===== src/rtl/alu_mul_seq.sv =====
// Sequential 32x32->64 shift-and-add multiplier that borrows the execute-stage ALU adder.
// Optional signed support (magnitude multiply plus 64-bit fix-up) is enabled by ALU_MUL_SIGNED_EN.
module alu_mul_seq #(
  parameter int WIDTH = 32,
  parameter int CNT_W = 5
) (
  input  logic             clk,
  input  logic             rst_n,
  input  logic             start,
  input  logic             signed_op,
  input  logic [WIDTH-1:0] op_a,
  input  logic [WIDTH-1:0] op_b,
  output logic             ready,
  output logic             done,
  output logic [WIDTH-1:0] hi,
  output logic [WIDTH-1:0] lo,
  output logic             alu_req,
  output logic [WIDTH-1:0] alu_a,
  output logic [WIDTH-1:0] alu_b,
  output logic [2:0]       alu_ctrl,
  input  logic [WIDTH-1:0] alu_res,
  output logic [1:0]       dbg_state
);

  // Handshake: a start is taken only on an edge where ready=1; done is a one-cycle
  // pulse with hi/lo valid, and ready returns the cycle after done.
  typedef enum logic [1:0] {
    S_IDLE = 2'd0,
    S_RUN  = 2'd1,
    S_FIX  = 2'd2,
    S_DONE = 2'd3
  } state_t;

  localparam logic [2:0]       ALU_ADD  = 3'b010;
  localparam logic [2:0]       ALU_NOP  = 3'b000;
  localparam logic [CNT_W-1:0] CNT_LAST = CNT_W'(WIDTH - 1);

  state_t             state_q, state_d;
  logic [WIDTH-1:0]   m_q, m_d;
  logic [WIDTH-1:0]   hi_q, hi_d;
  logic [WIDTH-1:0]   lo_q, lo_d;
  logic [CNT_W-1:0]   cnt_q, cnt_d;
  logic               ready_q, ready_d;
  logic               done_q, done_d;
  logic               req_q, req_d;

  logic               accept;
  logic               carry;
  logic               fix_pending;
  logic [WIDTH-1:0]   mag_a, mag_b;
  logic [2*WIDTH-1:0] fix_prod;

  assign accept = (state_q == S_IDLE) && start;

`ifdef ALU_MUL_SIGNED_EN
  logic sgn_q, sgn_d;
  logic neg_q, neg_d;

  assign mag_a    = (signed_op && op_a[WIDTH-1]) ? -op_a : op_a;
  assign mag_b    = (signed_op && op_b[WIDTH-1]) ? -op_b : op_b;
  assign sgn_d    = accept ? signed_op : sgn_q;
  assign neg_d    = accept ? (signed_op && (op_a[WIDTH-1] ^ op_b[WIDTH-1])) : neg_q;
  assign fix_pending = sgn_q;
  assign fix_prod = neg_q ? -{hi_q, lo_q} : {hi_q, lo_q};

  always_ff @(posedge clk or negedge rst_n) begin
    if (!rst_n) begin
      sgn_q <= 1'b0;
      neg_q <= 1'b0;
    end else begin
      sgn_q <= sgn_d;
      neg_q <= neg_d;
    end
  end
`else
  logic unused_signed_op;

  assign unused_signed_op = signed_op;
  assign mag_a       = op_a;
  assign mag_b       = op_b;
  assign fix_pending = 1'b0;
  assign fix_prod    = {hi_q, lo_q};
`endif

  // The ALU sees a 32-bit add only; bit 32 is recovered from unsigned wrap-around.
  assign alu_a    = req_q ? hi_q : '0;
  assign alu_b    = (req_q && lo_q[0]) ? m_q : '0;
  assign alu_ctrl = req_q ? ALU_ADD : ALU_NOP;
  assign carry    = alu_res < alu_a;

  always_comb begin
    state_d = state_q;
    m_d     = m_q;
    hi_d    = hi_q;
    lo_d    = lo_q;
    cnt_d   = cnt_q;
    case (state_q)
      S_IDLE: begin
        if (start) begin
          m_d     = mag_a;
          hi_d    = '0;
          lo_d    = mag_b;
          cnt_d   = '0;
          state_d = S_RUN;
        end
      end
      S_RUN: begin
        hi_d  = {carry, alu_res[WIDTH-1:1]};
        lo_d  = {alu_res[0], lo_q[WIDTH-1:1]};
        cnt_d = cnt_q + 1'b1;
        if (cnt_q == CNT_LAST) begin
          state_d = fix_pending ? S_FIX : S_DONE;
        end
      end
      S_FIX: begin
        {hi_d, lo_d} = fix_prod;
        state_d      = S_DONE;
      end
      S_DONE: begin
        state_d = S_IDLE;
      end
      default: begin
        state_d = S_IDLE;
      end
    endcase
    ready_d = (state_d == S_IDLE);
    req_d   = (state_d == S_RUN);
    done_d  = (state_d == S_DONE);
  end

  always_ff @(posedge clk or negedge rst_n) begin
    if (!rst_n) begin
      state_q <= S_IDLE;
      m_q     <= '0;
      hi_q    <= '0;
      lo_q    <= '0;
      cnt_q   <= '0;
      ready_q <= 1'b1;
      done_q  <= 1'b0;
      req_q   <= 1'b0;
    end else begin
      state_q <= state_d;
      m_q     <= m_d;
      hi_q    <= hi_d;
      lo_q    <= lo_d;
      cnt_q   <= cnt_d;
      ready_q <= ready_d;
      done_q  <= done_d;
      req_q   <= req_d;
    end
  end

  assign ready     = ready_q;
  assign done      = done_q;
  assign alu_req   = req_q;
  assign hi        = hi_q;
  assign lo        = lo_q;
  assign dbg_state = state_q;

endmodule


===== config.mk =====
export PLATFORM = sky130hd
export DESIGN_NAME = alu_mul_seq
export DESIGN_NICKNAME = d
export VERILOG_FILES = /design/src/rtl/alu_mul_seq.sv
export SDC_FILE = /design/constraint.sdc
export NUM_CORES = 1
export LEC_CHECK = 0
export CORE_MARGIN = 4
export CORE_UTILIZATION = 34
export CTS_BUF_LIST = sky130_fd_sc_hd__clkbuf_8
export DETAILED_ROUTE_END_ITERATION = 10
export DONT_BUFFER_PORTS = 1
export GPL_TIMING_DRIVEN = 0
export RECOVER_POWER = 50
export SLEW_MARGIN = 0
export SYNTH_ARGS = -nofsm -noshare
export SYNTH_HDL_FRONTEND = slang
export SYNTH_SLANG_ARGS = --single-unit

===== constraint.sdc =====
create_clock -name clk -period 3.35 [get_ports clk]
set_input_delay 0.5025 -clock clk [delete_from_list [all_inputs] [get_ports clk]]
set_output_delay 0.5025 -clock clk [all_outputs]
set_load 0.01 [all_outputs]

### Word-level counts from Yosys, hierarchy flattened

Index checks and enable logic that the tools add are counted.
W data, S select, Z words.

| storage, ports and cells | value |
|---|---|
| word-level logic and storage cells | 35 |
| input port bits | 100 |
| output and inout port bits | 136 |
| flip-flop bits (word level) | 106 |

| cells by class | value |
|---|---|
| muxes and demuxes | 12 |
| reduce and logical (&&, ||, !) cells | 6 |
| eq/ne operators | 7 |
| order comparisons | 1 |
| add/subtract/negate cells | 1 |

Operators with widths:

| operator | count |
|---|---|
| $mux W32 | 4 |
| $pmux W32 S2 | 2 |
| $lt A32 B32 Y1 | 1 |
| $pmux W5 S2 | 1 |
| $pmux W2 S4 | 1 |
| $eq A2 B2 Y1 const B | 3 |
| $mux W2 | 3 |
| $add A5 B1 Y5 const B | 1 |
| $eq A5 B5 Y1 const B | 1 |
| $mux W5 | 1 |
| $eq A2 B1 Y1 const B | 2 |
| $logic_not A2 Y1 | 2 |
| $reduce_and A2 Y1 | 2 |
| $ne A2 B2 Y1 const B | 1 |
| $reduce_bool A2 Y1 | 1 |
| $logic_and A1 B1 Y1 | 1 |

### Logic depth before layout (Yosys ltp)

| logic depth | value |
|---|---|
| word-level depth | 4 |
| mapped depth | 9 |
| mapped depth without buffers | 7 |

### Least setup slack after synthesis

Ideal clock, no wire load.

| timing path | value |
|---|---|
| path kind | reg-to-reg |
| from | register req_q (netlist: alu_req) |
| to | register hi_q[31] (netlist: hi[31]) |
| path buffers | 2 |
| stages on the path, launching flop included | 10 |
| period minus slack after synthesis | 2.472 ns |
| required time | 3.202 ns |
| arrival time | 2.323 ns |
| setup time | 0.148 ns |
| setup slack | 0.878 ns |
| path through | dfrtp_1 -> clkbuf_1 -> clkbuf_1 -> nand2_1 -> ha_1 -> nand4_1 -> or4_1 -> a31o_1 -> nand3_2 -> a41oi_2 |

| between the ends | value |
|---|---|
| cells in the longest elaborated chain, start to end | 3 |

Ends and longest elaborated chain:

| what | RTL line | source |
|---|---|---|
| start: declaration | 45 | `logic req_q, req_d;` |
| start signal: assignment | 149 | `req_q <= req_d;` |
| $mux W32 | 86 | `assign alu_a = req_q ? hi_q : '0;` |
| $lt A32 B32 Y1 | 89 | `assign carry = alu_res < alu_a;` |
| $pmux W32 S2 | 97 | `case (state_q)` |
| end signal: assignment | 144 | `hi_q <= hi_d;` |
| end: declaration | 40 | `logic [WIDTH-1:0] hi_q, hi_d;` |

Every way passes these cells.
A chain may end at the register's enable or synchronous reset.

### Worst setup path after layout

Ends and elaborated chain as after synthesis.

==> out/metrics.cfg <==
[yosys]
syn-cell-area_um2 = 5400
ys_seq_elements = 106
synth_top_cell_area_share_pct = 48.7
synth_area_leaders = dfrtp_1 49%, ha_1 8.3%, o22ai_1 7.3%, mux2_2 6.7%, a22o_1 5.5%
yosys_warnings = 0
yosysUniqueCellTypes = 36
synth_area_leader_cell = dfrtp_1
syn_area_per_cell_um2 = 10.3
synthCells = 524
ys_seq_area_share_pct = 49.1

[worst_setup_path]
crit_fanout = 10
path_cells = clkbuf_1 -> clkbuf_1 -> nand2_1 -> ha_1 -> nand4_1 -> or4_1 -> a31o_1 -> nand3_2 -> a41oi_2
crit_slowest_cell = or4_1
cp-end-kind = flop
cpPeakStageDelay_ns = 0.56
worstPathArrival_ns = 3.29
cpMostUsedCell = clkbuf_1
crit_family = simple AND/OR/NAND/NOR gates
crit_type = flop to flop
start_kind = flop
path_buf_inv = 2
cp_data_required_time_ns = 3.59

[global_routing]
grt_pass1_vias = 4417
overflow = 0
grt_pass1_wl_um = 24200
grt_use_total_pct = 16.9
antenna_found_initial = 0
grt_max_degree = 107

[clocking]
numCtsBuffers = 9
clockBufferDepth = 2
insertion_delay_ns = 0.38
cts_sinks = 106
root_buffer = clkbuf_8
cts_tree = done
clk_transition_reported_paths_ns = 0.11
cts-htree-levels = 3
cts_resized = 0

[layout]
area_growth_syn_to_layout_pct = 8.02
final_common_cell = dfrtp_1
fin_nets = 673
drive_gt1_share_pct = 13.1
diodes = 0
mostFrequentLayoutCells = 105 x dfrtp_1, 63 x o22ai_1, 50 x nand2_1

[power]
finalPower_mw = 6.34
p_leak_nw = 2.79
peakVddDrop_mv = 0.437
p_per_area_nw_per_um2 = 1090

[run_status]
outcome = finished with violations
violations = max-capacitance violations, max-slew violations

[placed_design]
gp_congestion = 0.819
numPortBuffers = 0
hpwlAfterDp_um = 11900

[timing]
fin_crit_sh_pct = 90.9
worstMarginPinSlew_ns = 2.69
tns_ns = 0
setup_violations = 0
maxSlewHeadroom_pct = -79.3
finalCriticalPeriod_ns = 3.05
final_hold_viol_count = 0
rsz0062_at_grt = no
fmax_mhz = 328
drv_slew = 107
skew_ns = 0.0143

[floorplan]
coreArea_um2 = 15400
rows = 45
start_util_pct = 35.1
boundaryPins = 236
fp.dieArea_um2 = 18000
die_y_um = 134
die_w_um = 134

[routing]
route.detailed.drc = 0
drtAntennaViolNets = 0
wl_per_cell_um = 20.5
detail_route.iter0.violations = 185
drt-pass1-iter-count = 4
vias_per_cell = 5.55
wirelength_um = 15400
num_vias = 4176

[job]
drv_cap = 1

[min_path]
min_path_type = input port to flop

## stage by stage
step,setup WS (ns),cells,cell area (um^2),utilization [%],hold WS [ns]
final,0.304,752,5830,37.9,0.246
after detailed placement,0.250,736,5670,36.9,0.210
after CTS,0.235,752,5860,38.1,0.0600
after floorplan,0.878,525,5400,-,0.207
after global placement,0.268,736,5670,36.9,0.211
after global routing,0.0599,752,5830,37.9,0.226
## path summary, 6_finish.rpt
check / from / to / slack, ns / cells after the start
max in group asynchronous: rst_n / lo[21] / 0.81 / 1
min reg2reg: m_q[15] / m_q[15] / 0.51 / 1
min in group asynchronous: rst_n / hi[23] / 0.89 / 1
min: alu_res[30] / hi[29] / 0.25 / 1
max: alu_req / hi[31] / 0.30 / 9
max reg2reg: alu_req / hi[31] / 0.30 / 9
## power by group
group | total, mW | switching [mW] | internal (mW)
clock | 0.706 | 0.444 | 0.261
sequential | 2.61 | 0.718 | 1.89
combinational | 3.03 | 1.82 | 1.21
## what timing repair did
item                      CTS  global route
hold buffers                1             0
setup buffers               0             0
hold endpoints to repair  106             0
## worst register-to-register path: cells and delay by family, from the launching register on
family | cells | cell delay (ns)
compound gates | 2 | 0.33
flops | 1 | 0.45
simple gates | 4 | 0.94
buf+inv | 2 | 0.86
fa+ha+maj | 1 | 0.35
## cell families (layout without fill, tap and decap cells)
logic type               Yosys count  after routing  share of synthesized area, %
AO/OA/AOI/OAI                    160            160                          19.3
adder cells (fa/ha/maj)           36             36                          8.34
buffers and inverters             80             96                          6.16
flip-flops                       106            106                          49.1
multiplexers                      34             34                          7.04
other                              1              2                        0.0694
AND/OR/NAND/NOR                  107            107                          9.92
## synthesized netlist by cell type, drive strengths merged
cell,number
dfrtp,105
o2111ai,1
a21oi,46
o31ai,1
o21bai,1
mux2,32
nor2,5
conb,1
ha,36
o22ai,63
clkbuf,20
nor2b,1
and4,2
a41oi,1
and3,34
mux2i,2
a22o,34
nand2b,1
dfstp,1
and2,3
a2111oi,1
inv,39
a31o,1
nand3,5
nor3,1
nand4,2
a221oi,2
nor4,1
o21ai,9
or4,1
buf,21
nand2,51
## registers in the layout (all words and copies together) (netlist names)
| signal | flops |
|---|---|
| lo | 32 |
| done | 1 |
| alu_req | 1 |
| ready | 1 |
| m_q | 32 |
| hi | 32 |
| dbg_state | 2 |
| cnt_q | 5 |
## layer usage
layer | GRT usage (%) | share of wire [%] | up-vias | wire (um)
met4 | 5.49 | 1.2 | 0 | 188
met2 | 28.4 | 48 | 201 | 7450
met3 | 6.41 | 10 | 13 | 1560
met5 | 0 | 0 | - | 0
li1 | - | - | 1931 | -
met1 | 20.1 | 40 | 2031 | 6230
## area by class of cell
cell class | instances | area [um^2]
fillers | 1557 | 9540
multi-input cells | 339 | 2420
flip-flops and latches | 106 | 2650
well taps | 211 | 264
clock inverters | 6 | 36.3
clock buffers | 9 | 124
inverters | 39 | 146
plain buffers | 41 | 186
repair buffers | 1 | 5.00
Note: power is estimated with default switching activity, not from simulation.
==> variant (config.mk and constraints unchanged) <==
Change the parameter `CNT_W` from 5 to 10.
--- a/src/rtl/alu_mul_seq.sv
+++ b/src/rtl/alu_mul_seq.sv
@@ -2,7 +2,7 @@
 // Optional signed support (magnitude multiply plus 64-bit fix-up) is enabled by ALU_MUL_SIGNED_EN.
 module alu_mul_seq #(
   parameter int WIDTH = 32,
-  parameter int CNT_W = 5
+  parameter int CNT_W = 10
 ) (
   input  logic             clk,
   input  logic             rst_n,
Check against the original RTL: same outputs for any inputs over 10 cycles, from zero or initial values and one cycle with rst_n low; that may be too few to reach the edited logic, so the function may still have changed.
==> variant against the unedited design <==
The flow still finishes with violations (capacitance limit, slew limit). Worst setup slack improved by 210 ps. Cell count increased by 10%. Cell area increased by 12%. Power increased by 12%. Wire length increased by 7.1%. Critical path depth unchanged. Sequential cell count increased by 5. Combinational power increased by 12%. Area after synthesis increased by 11%.
==> variant: results (changes against the unedited design) <==
SWITCHING_SHARE=0.449  # -0.0219
STATUS='finished with violations'
ROUTE.TOP_LAYER_USED='met4'
SYNTH_ADDER_AREA_SHARE=0.0708  # -0.0126
PLACE_INST=812  # +10%
SYNTH_CELL_TYPE_COUNT=41  # +14%
SYNTH_TOP_CELLS_BY_AREA='sky130_fd_sc_hd__dfrtp_1 (46%), sky130_fd_sc_hd__mux2_2 (12%), sky130_fd_sc_hd__ha_1 (7.1%)'
PIN_COUNT_OF_THE_BIGGEST_NET_ENTERING_GLOBAL_ROUTING=112  # +4.7%
SHARE_OF_LAYOUT_CELLS_ABOVE_DRIVE_STRENGTH_1=0.177  # +0.0459
TIMING.REG2REG.SETUP_SLACK_PS=520  # +210 ps
CRIT-REG2REG-CAPTURE='hi[31]$_DFFE_PN0P_'
CP_DATA_ARRIVAL_TIME_PS=3080  # -210 ps
FINALHOLDWORSTSLACK_PS=237  # -8.88 ps
POST-ROUTE-PERIOD-UTIL=0.846  # -0.0635
LEAKAGE_uW=0.00313  # +12%
TIMING.CRITICAL_PATH.MAX_DELAY_FAMILY='buffers and inverters'
DETAILEDPLACEMENTHPWL_UM=12600  # +6.4%
TIMING.FINAL.MAX_SLEW_VIOLATIONS=112  # +4.7%
CRIT_PATH_MAX_INCR_DELAY_PS=440  # -120 ps
SYNTH-XOR-AREA-SHARE=0.0102  # +0.0102
MET3WIRELENGTH_UM=1370  # -12%
DRT_ITER0_MARKERS=247  # +34%
MAX_CAP_VIOLATIONS=1  # unchanged
WORST_PATH_MAX_DELAY_CELL='sky130_fd_sc_hd__dfrtp_1'
SKEW_PS=17.9  # +3.62 ps
SYN-INSTANCE-COUNT=586  # +12%
GR-USAGE-MET1=0.187  # -0.0142
STDCELL_COUNT=829  # +10%
MIN-DELAY-START='alu_res[4]'
USE_MET3=0.0543  # -0.00987
FIRST_GLOBAL_VIAS=4890  # +11%
HTREE_LEVELS=3  # unchanged
DETAILROUTE.WIRELENGTH.MET2_UM=8190  # +9.8%
COMPOUND_GATE_FRACTION_OF_SYNTH_AREA=0.173  # -0.0207
DRT-PASS1-ITER-COUNT=4  # unchanged
PLACE_AREA_UM2=6290  # +11%
VIOLATED_CHECKS='capacitance limit, slew limit'
HOLD_PATH_END='hi[3]$_DFFE_PN0P_'
FIRST_PASS_GRT_WIRE_LENGTH_UM=26000  # +7.4%
HOLD_DEPTH=1  # unchanged
MAX-VDD-IR-DROP_mV=0.522  # +19%
NETS=733  # +8.9%
ROUTE.FINAL.WIRE_LENGTH_UM=16500  # +7.1%
YOSYS-TOP-CELLS-COUNT='sky130_fd_sc_hd__dfrtp_1 (110), sky130_fd_sc_hd__o22ai_1 (64), sky130_fd_sc_hd__mux2_2 (63)'
SYNTH.AREA.MUX_SHARE=0.121  # +0.0510
POST-PLACE-WS_PS=509  # +259 ps
MET1WIRELENGTH_UM=6520  # +4.6%
ROUTED_VIA_DENSITY=5.64  # +1.6%
-- variant: changes by cell type after synthesis, sizes merged, moves of 4 or more --
cell	change
dfrtp	+5
mux2	+31
nand2	+5
nor2	+11
nor3	+4
xor2	+5
-- variant: power by group through the flow --
stage	registers [uW]	logic [uW]	clock network (uW)
final	2790	3380	971
after global routing	2880	3800	1060
after CTS	2790	3420	1010
after detailed placement	2820	3380	0
after global placement	2780	3250	0
after floorplan	2580	2720	0
-- variant: cell type report --
| class | count | area, um^2 |
|---|---|---|
| fillers | 1731 | 10800 |
| clock buffers | 9 | 124 |
| multi-input cells | 394 | 2880 |
| inverters | 37 | 139 |
| flip-flops and latches | 111 | 2780 |
| plain buffers | 45 | 211 |
| clock inverters | 7 | 121 |
| repair buffers | 1 | 5.00 |
| well taps | 225 | 282 |
